<file path="src/rtl/pipelined_adder_dut.sv">
// pipelined_adder_dut: valid/ready pipelined add/sub unit; define ADDER_SAT_EN to add the saturating 'sat' mode input
module pipelined_adder_dut #(
  parameter int WIDTH  = 64,
  parameter int STAGES = 2
) (
  input  logic                         clk,
  input  logic                         rst,
  input  logic                         in_valid,
  output logic                         in_ready,
  input  logic [WIDTH-1:0]             in_a,
  input  logic [WIDTH-1:0]             in_b,
  input  logic                         in_op,
`ifdef ADDER_SAT_EN
  input  logic                         sat,
`endif
  output logic                         out_valid,
  input  logic                         out_ready,
  output logic [WIDTH-1:0]             out_sum,
  output logic                         out_carry,
  output logic                         out_ovf,
  output logic [$clog2(STAGES+1)-1:0]  in_flight
);
  localparam int CW = $clog2(STAGES+1);
  logic [STAGES-1:0] v_q, v_d, en, carry_q, carry_d, ovf_q, ovf_d;
  logic [WIDTH-1:0]  sum_q [STAGES];
  logic [WIDTH-1:0]  sum_d [STAGES];
  logic [CW-1:0]     in_flight_q, in_flight_d;
  logic [WIDTH-1:0]  b_eff, res;
  logic [WIDTH:0]    raw;
  logic              ovf_raw, free;
  // stage-1 arithmetic: subtraction as A + ~B + 1, overflow from operand/result signs
  always_comb begin
    b_eff   = in_op ? ~in_b : in_b;
    raw     = {1'b0, in_a} + {1'b0, b_eff} + (WIDTH+1)'(in_op);
    ovf_raw = (in_a[WIDTH-1] == b_eff[WIDTH-1]) && (raw[WIDTH-1] != in_a[WIDTH-1]);
`ifdef ADDER_SAT_EN
    res     = (sat && ovf_raw) ? {in_a[WIDTH-1], {(WIDTH-1){~in_a[WIDTH-1]}}} : raw[WIDTH-1:0];
`else
    res     = raw[WIDTH-1:0];
`endif
  end
  // a stage may load when it, or any stage downstream of it, is empty or the output drains
  always_comb begin
    free = out_ready;
    en   = '0;
    for (int k = STAGES - 1; k >= 0; k--) begin
      free  = free || !v_q[k];
      en[k] = free;
    end
  end
  // shift the pipeline; data registers only load alongside a valid bit so no X enters
  always_comb begin
    v_d        = en[0] ? {v_q[STAGES-1:1], in_valid} : v_q;
    sum_d      = sum_q;
    carry_d    = carry_q;
    ovf_d      = ovf_q;
    sum_d[0]   = (en[0] && in_valid) ? res : sum_q[0];
    carry_d[0] = (en[0] && in_valid) ? raw[WIDTH] : carry_q[0];
    ovf_d[0]   = (en[0] && in_valid) ? ovf_raw : ovf_q[0];
    for (int k = 1; k < STAGES; k++) begin
      v_d[k]     = en[k] ? v_q[k-1] : v_q[k];
      sum_d[k]   = (en[k] && v_q[k-1]) ? sum_q[k-1] : sum_q[k];
      carry_d[k] = (en[k] && v_q[k-1]) ? carry_q[k-1] : carry_q[k];
      ovf_d[k]   = (en[k] && v_q[k-1]) ? ovf_q[k-1] : ovf_q[k];
    end
    in_flight_d = in_flight_q + CW'(in_valid && en[0]) - CW'(v_q[STAGES-1] && out_ready);
  end
  // pipeline state with asynchronous active-low reset
  always_ff @(posedge clk or negedge rst) begin
    if (!rst) begin
      v_q         <= '0;
      carry_q     <= '0;
      ovf_q       <= '0;
      sum_q       <= '{default: '0};
      in_flight_q <= '0;
    end else begin
      v_q         <= v_d;
      carry_q     <= carry_d;
      ovf_q       <= ovf_d;
      sum_q       <= sum_d;
      in_flight_q <= in_flight_d;
    end
  end
  assign in_ready  = en[0];
  assign out_valid = v_q[STAGES-1];
  assign out_sum   = sum_q[STAGES-1];
  assign out_carry = carry_q[STAGES-1];
  assign out_ovf   = ovf_q[STAGES-1];
  assign in_flight = in_flight_q;
endmodule
</file>
<file path="config.mk">
export PLATFORM = sky130hd
export DESIGN_NAME = pipelined_adder_dut
export DESIGN_NICKNAME = d
export VERILOG_FILES = /design/src/rtl/pipelined_adder_dut.sv
export SDC_FILE = /design/constraint.sdc
export NUM_CORES = 1
export LEC_CHECK = 0
export CAP_MARGIN = 0
export CORE_MARGIN = 8
export CORE_UTILIZATION = 50
export DETAILED_ROUTE_END_ITERATION = 8
export PLACE_DENSITY = 0.78
export SYNTH_ARGS = -nofsm -noshare
export SYNTH_HDL_FRONTEND = slang
export SYNTH_SLANG_ARGS = --single-unit
</file>
<file path="constraint.sdc">
create_clock -name clk -period 5 [get_ports clk]
set_input_delay 1 -clock clk [delete_from_list [all_inputs] [get_ports clk]]
set_output_delay 1 -clock clk [all_outputs]
set_load 0.03 [all_outputs]
</file>
==> impl_metrics.toml, run 1 <==
[die]
die_width_um = 156
io-pin-count = 203
die_area_mm2 = 0.0245
floorplan.core_area_mm2 = 0.0194
initial_cell_density_of_the_core = 0.508
fp-row-count = 51
floorplan.die.height_um = 156

[worst_hold_path]
hold_path.startpoint = "sum_q[74]"
worst_hold_path_type = "flop to flop"
worst_hold_path.endpoint = "sum_q[74]"
worst_hold_path.num_cells = 2

[sta]
min_clock_period_post_route_ns = 4.05
tightestPinTransition_ns = 0.970
finalMaxSlewViolations = 0
setup_total_negative_slack_ns = 0
slew_headroom = 0.354
setup_violations = 0
final-hold-violation-count = 0
finClkSkew_ns = 0.00925
finalCritPeriodShare = 0.810
rsz0062_at_grt = "no"
timing.fmax_ghz = 0.247

[yosys]
yosys.cell_count.top_type = "sky130_fd_sc_hd__dfrtp_1"
synth-edff-count = 0
area_contributors_post_synth = "sky130_fd_sc_hd__dfrtp_1 35%, sky130_fd_sc_hd__ha_1 8.3%, sky130_fd_sc_hd__xor2_1 7.7%"
synth.yosys.seq_area_share = 0.345
yosys_most_used_dff = "sky130_fd_sc_hd__dfrtp_1"
seq_cells_post_synth = 136
cell_accounting_for_the_most_synthesized_area = "sky130_fd_sc_hd__dfrtp_1"
synth_top_cells_by_count = "136 x sky130_fd_sc_hd__dfrtp_1, 133 x sky130_fd_sc_hd__nand2_1, 87 x sky130_fd_sc_hd__xor2_1"
avgSynthCellArea_um2 = 9.13
syn-cell-area_mm2 = 0.00986
synth_cells = 1079
synth_async_sr_flop_share = 1.00
synth.top_cell.area_share = 0.345
yosys_warnings = 0
synth_cell_types = 68
synthesis.nets = 1278

[route]
detail_route.drc_violations = 0
detailedRoute.firstIterationViolations = 487
route.antenna.remaining_nets = 0
avgViaCountPerCell = 5.53
detailedRoute.firstPassIterationCount = 5
avgRoutedWirePerCell_um = 18.2
num_vias = 8129
wl_um = 26800

[setup_path]
r2r_cells = 6
cp_data_required_time_ns = 5.30
worst_setup_path_start_kind = "primary input"
cp_max_fo = 4
regToRegSetupSlack_ns = 2.33
criticalPathCategory = "primary input to flop"
cp_data_arrival_time_ns = 4.35
regToRegEndpoint = "sum_q[87]"
r2r_start = "v_q[0]"
cp-end-kind = "flop"

[final_layout]
final_layout_size_suffix_gt1_frac = 0.109
final_design_area_no_fill_mm2 = 0.0122
syn2layout_area_growth_pct = 23.9
finalNetCount = 1391

[clock_network]
htree_num_levels = 4
clock_tree_from_tritoncts = "yes"
clock_latency_ns = 0.42
clkSlewWorstSetupHoldPaths_ns = 0.06
cts.root.buffer_cell = "sky130_fd_sc_hd__clkbuf_16"
tritoncts.num_buffers = 17
cts_num_sinks = 136
clockBufferDepth = 2
cts.hold.buffers_added = 0
post_cts_resize_count = 0
postCtsSetupRepairBufs = 0

[global_routing]
grt_first_pass_wirelength_um = 43000
groute.layer.met2.usage = 0.364
use_met1 = 0.288
grt_start_max_net_pins = 67
globalRouteOverflowTotal = 0
first_global_vias = 8281
global_route_met3_usage = 0.0356
grt_antenna_before_repair = 1
grtUsageTotal = 0.222
global_route.peak_usage_layer = "met2"

[power]
max-vdd-ir-drop_v = 0.000241
pwr_density_cell_mw_per_mm2 = 441
static-leakage-power_nw = 5.29
p_total_mw = 5.39

[placement]
place.detailed.hpwl_um = 20600
gpl.final_weighted_congestion = 0.945
placed_area_mm2 = 0.0116
port_buffers = 202

[flow_run]
maxcap_violations = 0

[run_status]
outcome = "finished, final reports clean"
-- routing by layer --
metal | up-vias | wire, µm | part of all wire
li1 | 3966 | - | -
met1 | 3880 | 12300 | 0.46
met2 | 240 | 12500 | 0.47
met3 | 43 | 1210 | 0.045
met4 | 0 | 749 | 0.028
met5 | - | 0 | 0
-- how the worst max path moves through the flow --
stage | startpoint | to | cells after the start
floorplan | in_op | sum_q[98] | 15
global placement | in_b[0] | sum_q[120] | 13
detailed placement | in_b[0] | sum_q[120] | 13
CTS | in_b[0] | sum_q[120] | 13
global route | in_b[0] | sum_q[120] | 13
finish | in_b[0] | sum_q[124] | 13
-- sequential cells by signal, summed over array words and instances, names as in the netlist --
name and cells:
out_sum 64, sum_q 64, carry_q 2, in_flight 2, ovf_q 2, v_q 2
-- critical path: stages --
cell and delay [ns]:
sky130_fd_sc_hd__clkdlybuf4s50_1 0.52, sky130_fd_sc_hd__mux2i_1 0.42, sky130_fd_sc_hd__fa_1 0.30, sky130_fd_sc_hd__nand2b_1 0.15, sky130_fd_sc_hd__a21oi_1 0.09, sky130_fd_sc_hd__o21ai_0 0.27
sky130_fd_sc_hd__nand3_1 0.25, sky130_fd_sc_hd__a31oi_4 0.33, sky130_fd_sc_hd__o31ai_2 0.17, sky130_fd_sc_hd__a221oi_4 0.39, sky130_fd_sc_hd__a31oi_2 0.18, sky130_fd_sc_hd__xnor2_1 0.21
sky130_fd_sc_hd__o21ai_1 0.08
-- cell type report --
class                           instances  area [µm²]
Clock inverter                         14         173
Inverter                               23        87.6
Clock buffer                           18         439
Multi-Input combinational cell        803        5670
Timing Repair Buffer                  211        2100
Sequential cell                       136        3400
Antenna cell                            1        2.50
Fill cell                            1673        7190
Tap cell                              265         332
-- report_power, final --
part	total [mW]	leakage, nW	switching [mW]	internal, mW
combinational	2.39	3.33	1.34	1.05
clock	1.32	0.297	0.515	0.801
sequential	1.68	1.66	0.202	1.48
-- per-stage QoR --
stage          setup WS, ns  cells  hold WS (ns)   util
3_3_place_gp          0.678   1438         0.459  0.598
4_1_cts               0.983   1470         0.482  0.629
5_1_grt               0.677   1471         0.498  0.629
3_5_place_dp          0.580   1438         0.469  0.598
2_1_floorplan         0.949   1079         0.445      -
6_report              0.952   1471         0.474  0.629
-- cells by family (layout without fill, tap and decap cells) --
group / Yosys count / count (layout) / share of synthesized area
multiplexers: 69 / 69 / 0.0785
other: 0 / 1 / 0
XOR/XNOR: 124 / 124 / 0.110
AND/OR/NAND/NOR: 267 / 267 / 0.125
adder cells (fa/ha/maj): 66 / 66 / 0.0846
flip-flops: 136 / 136 / 0.345
buffers and inverters: 140 / 266 / 0.0799
AO/OA/AOI/OAI: 277 / 277 / 0.176
-- cell usage in the layout, fill, tap and decap left out, types with 6 or more instances in the layout --
cell type	netlist	layout
sky130_fd_sc_hd__o21ai_1	20	20
sky130_fd_sc_hd__a31oi_1	10	10
sky130_fd_sc_hd__nand4_1	20	20
sky130_fd_sc_hd__buf_4	65	9
sky130_fd_sc_hd__and2_1	9	9
sky130_fd_sc_hd__inv_1	23	22
sky130_fd_sc_hd__nand2_1	133	132
sky130_fd_sc_hd__mux2_2	66	66
sky130_fd_sc_hd__clkdlybuf4s50_1	0	200
sky130_fd_sc_hd__a21oi_1	75	75
sky130_fd_sc_hd__xor2_1	87	87
sky130_fd_sc_hd__nand2b_1	8	8
sky130_fd_sc_hd__o21ai_0	83	83
sky130_fd_sc_hd__nor3_1	15	15
sky130_fd_sc_hd__nand3_1	19	19
sky130_fd_sc_hd__dfrtp_1	136	136
sky130_fd_sc_hd__o21bai_1	16	16
sky130_fd_sc_hd__nor2_1	33	33
sky130_fd_sc_hd__ha_1	65	65
sky130_fd_sc_hd__xnor2_1	37	37
sky130_fd_sc_hd__a21o_1	25	25
sky130_fd_sc_hd__clkbuf_16	0	17
sky130_fd_sc_hd__and3_1	6	6
Note: power is estimated with default switching activity, not from simulation.
==> inputs of run 2 (changes only) <==
==> constraint.sdc (replaced) <==
create_clock -name clk -period 4.2 [get_ports clk]
set_input_delay 0.84 -clock clk [delete_from_list [all_inputs] [get_ports clk]]
set_output_delay 0.84 -clock clk [all_outputs]
set_load 0.03 [all_outputs]
==> impl_metrics.toml, run 2 (synthesized netlist as in run 1, its figures left out) <==
[run_status]
outcome = "finished, final reports clean"

[power]
max-vdd-ir-drop_v = 0.000311
switching_share = 0.376
pwr_density_cell_mw_per_mm2 = 525
total_switching_power_mw = 2.44
seq_power_share = 0.309
p_clk_frac = 0.246
part_of_the_power_in_combinational_logic = 0.445
static-leakage-power_nw = 5.38
p_total_mw = 6.49
power_report.internal_total_mw = 4.05

[sta]
timing.fmax_ghz = 0.264
finClkSkew_ns = 0.00792
finalCritPeriodShare = 0.900
setup_violations = 0
tightestPinTransition_ns = 0.949
slew_headroom = 0.367
min_clock_period_post_route_ns = 3.78
finalMaxSlewViolations = 0
final-hold-violation-count = 0
rsz0062_at_grt = "no"
setup_slack_ns = 0.418
setup_total_negative_slack_ns = 0
hold_slack_ns = 0.479

[die]
io-pin-count = 203
floorplan.die.height_um = 156
die_area_mm2 = 0.0245
floorplan.core_area_mm2 = 0.0194
initial_cell_density_of_the_core = 0.508
fp-row-count = 51
die_width_um = 156

[global_routing]
grt_first_pass_wirelength_um = 43500
grtUsageTotal = 0.223
grt_antenna_before_repair = 1
grt_start_max_net_pins = 94
globalRouteOverflowTotal = 0
first_global_vias = 8348

[final_layout]
layout.cells.most_common_list = "200 x sky130_fd_sc_hd__clkdlybuf4s50_1, 136 x sky130_fd_sc_hd__dfrtp_1, 132 x sky130_fd_sc_hd__nand2_1"
finalNetCount = 1412
mostFrequentLayoutCell = "sky130_fd_sc_hd__clkdlybuf4s50_1"
insertedDiodeCount = 0
syn2layout_area_growth_pct = 25.6
final_layout_size_suffix_gt1_frac = 0.122

[setup_path]
cp-end-kind = "flop"
worst_setup_path_start_kind = "primary input"
endpoint = "ovf_q[0]"
cp_max_fo = 21
regToRegSetupSlack_ns = 1.63
cp_data_required_time_ns = 4.53
r2r_cells = 5
r2r_start = "v_q[0]"
regToRegEndpoint = "sum_q[105]"
cp_data_arrival_time_ns = 4.11
criticalPathCategory = "primary input to flop"
startpoint = "in_op"

[route]
detailedRoute.firstPassIterationCount = 5
route.antenna.remaining_nets = 0
avgRoutedWirePerCell_um = 18.3
avgViaCountPerCell = 5.54
detailedRoute.firstIterationViolations = 420
wl_um = 27200
detail_route.drc_violations = 0
num_vias = 8261

[clock_network]
clockBufferDepth = 2
cts.root.buffer_cell = "sky130_fd_sc_hd__clkbuf_16"
clkSlewWorstSetupHoldPaths_ns = 0.06
post_cts_resize_count = 0
htree_num_levels = 4
postCtsSetupRepairBufs = 0
tritoncts.num_buffers = 17
clock_latency_ns = 0.42
clock_tree_from_tritoncts = "yes"
cts.hold.buffers_added = 0
cts_num_sinks = 136

[worst_hold_path]
worst_hold_path_type = "flop to flop"
worst_hold_path.num_cells = 2

[placement]
gpl.final_weighted_congestion = 0.930
place.detailed.hpwl_um = 20800
post_placement_setup_slack_ns = 0.123
port_buffers = 202

[flow_run]
maxcap_violations = 0
-- run 2: cell count changes in the layout (fill, tap and decap cells not counted), sizes merged --
cell	change
buf	+21
bufinv	+1
clkbuf	+2
clkinv	-3
clkinvlp	+1
diode	-1
inv	-2
-- run 2: worst min path at each step --
stage                  to  slack [ns]        from
2_1_floorplan  sum_q[123]        0.44  sum_q[123]
3_3_place_gp    sum_q[90]        0.46   sum_q[90]
3_5_place_dp    sum_q[66]        0.47   sum_q[66]
4_1_cts         sum_q[66]        0.48   sum_q[66]
5_1_grt        sum_q[102]        0.49  sum_q[102]
6_report       sum_q[102]        0.48  sum_q[102]
-- run 2: layout make-up --
class / instances / area (µm²)
tap: 265 / 332
clock inverter: 11 / 174
multi-input combinational: 803 / 5670
fill: 1646 / 7020
inverter: 23 / 87.6
clock buffer: 20 / 447
timing repair buffer: 232 / 2260
sequential: 136 / 3400
-- run 2: layer usage --
metal | track usage | wire length, µm
met1 | 0.289 | 12200
met2 | 0.367 | 12900
met3 | 0.0345 | 1240
met4 | 0.0860 | 797
met5 | 0 | 13
-- run 2: critical path, cell delays in order --
cell and delay (ns):
sky130_fd_sc_hd__buf_4 0.25, sky130_fd_sc_hd__buf_4 0.39, sky130_fd_sc_hd__xor2_1 0.13, sky130_fd_sc_hd__ha_1 0.47, sky130_fd_sc_hd__nand2_1 0.09, sky130_fd_sc_hd__nor3_1 0.33, sky130_fd_sc_hd__nand4_1 0.27, sky130_fd_sc_hd__o41ai_1 0.45
sky130_fd_sc_hd__buf_4 0.20, sky130_fd_sc_hd__o21ai_1 0.13, sky130_fd_sc_hd__o221ai_2 0.26, sky130_fd_sc_hd__xnor2_1 0.11, sky130_fd_sc_hd__o31ai_2 0.17
-- run 2: power by group through the flow --
stage | Sequential (mW) | Clock [mW] | Combinational [mW]
2_1_floorplan | 1.98 | 0 | 2.14
3_3_place_gp | 2.01 | 0 | 2.84
3_5_place_dp | 2.03 | 0 | 2.87
4_1_cts | 2.01 | 1.62 | 2.90
5_1_grt | 2.07 | 1.68 | 3.10
6_report | 2.01 | 1.60 | 2.89
-- run 2: per-stage QoR --
| step | util | cells | instance area (µm²) |
|---|---|---|---|
| final | 0.638 | 1490 | 12400 |
| after CTS | 0.638 | 1490 | 12400 |
| after floorplan | - | 1079 | 9860 |
| after global placement | 0.606 | 1459 | 11800 |
| after global routing | 0.638 | 1490 | 12400 |
| after detailed placement | 0.606 | 1459 | 11800 |
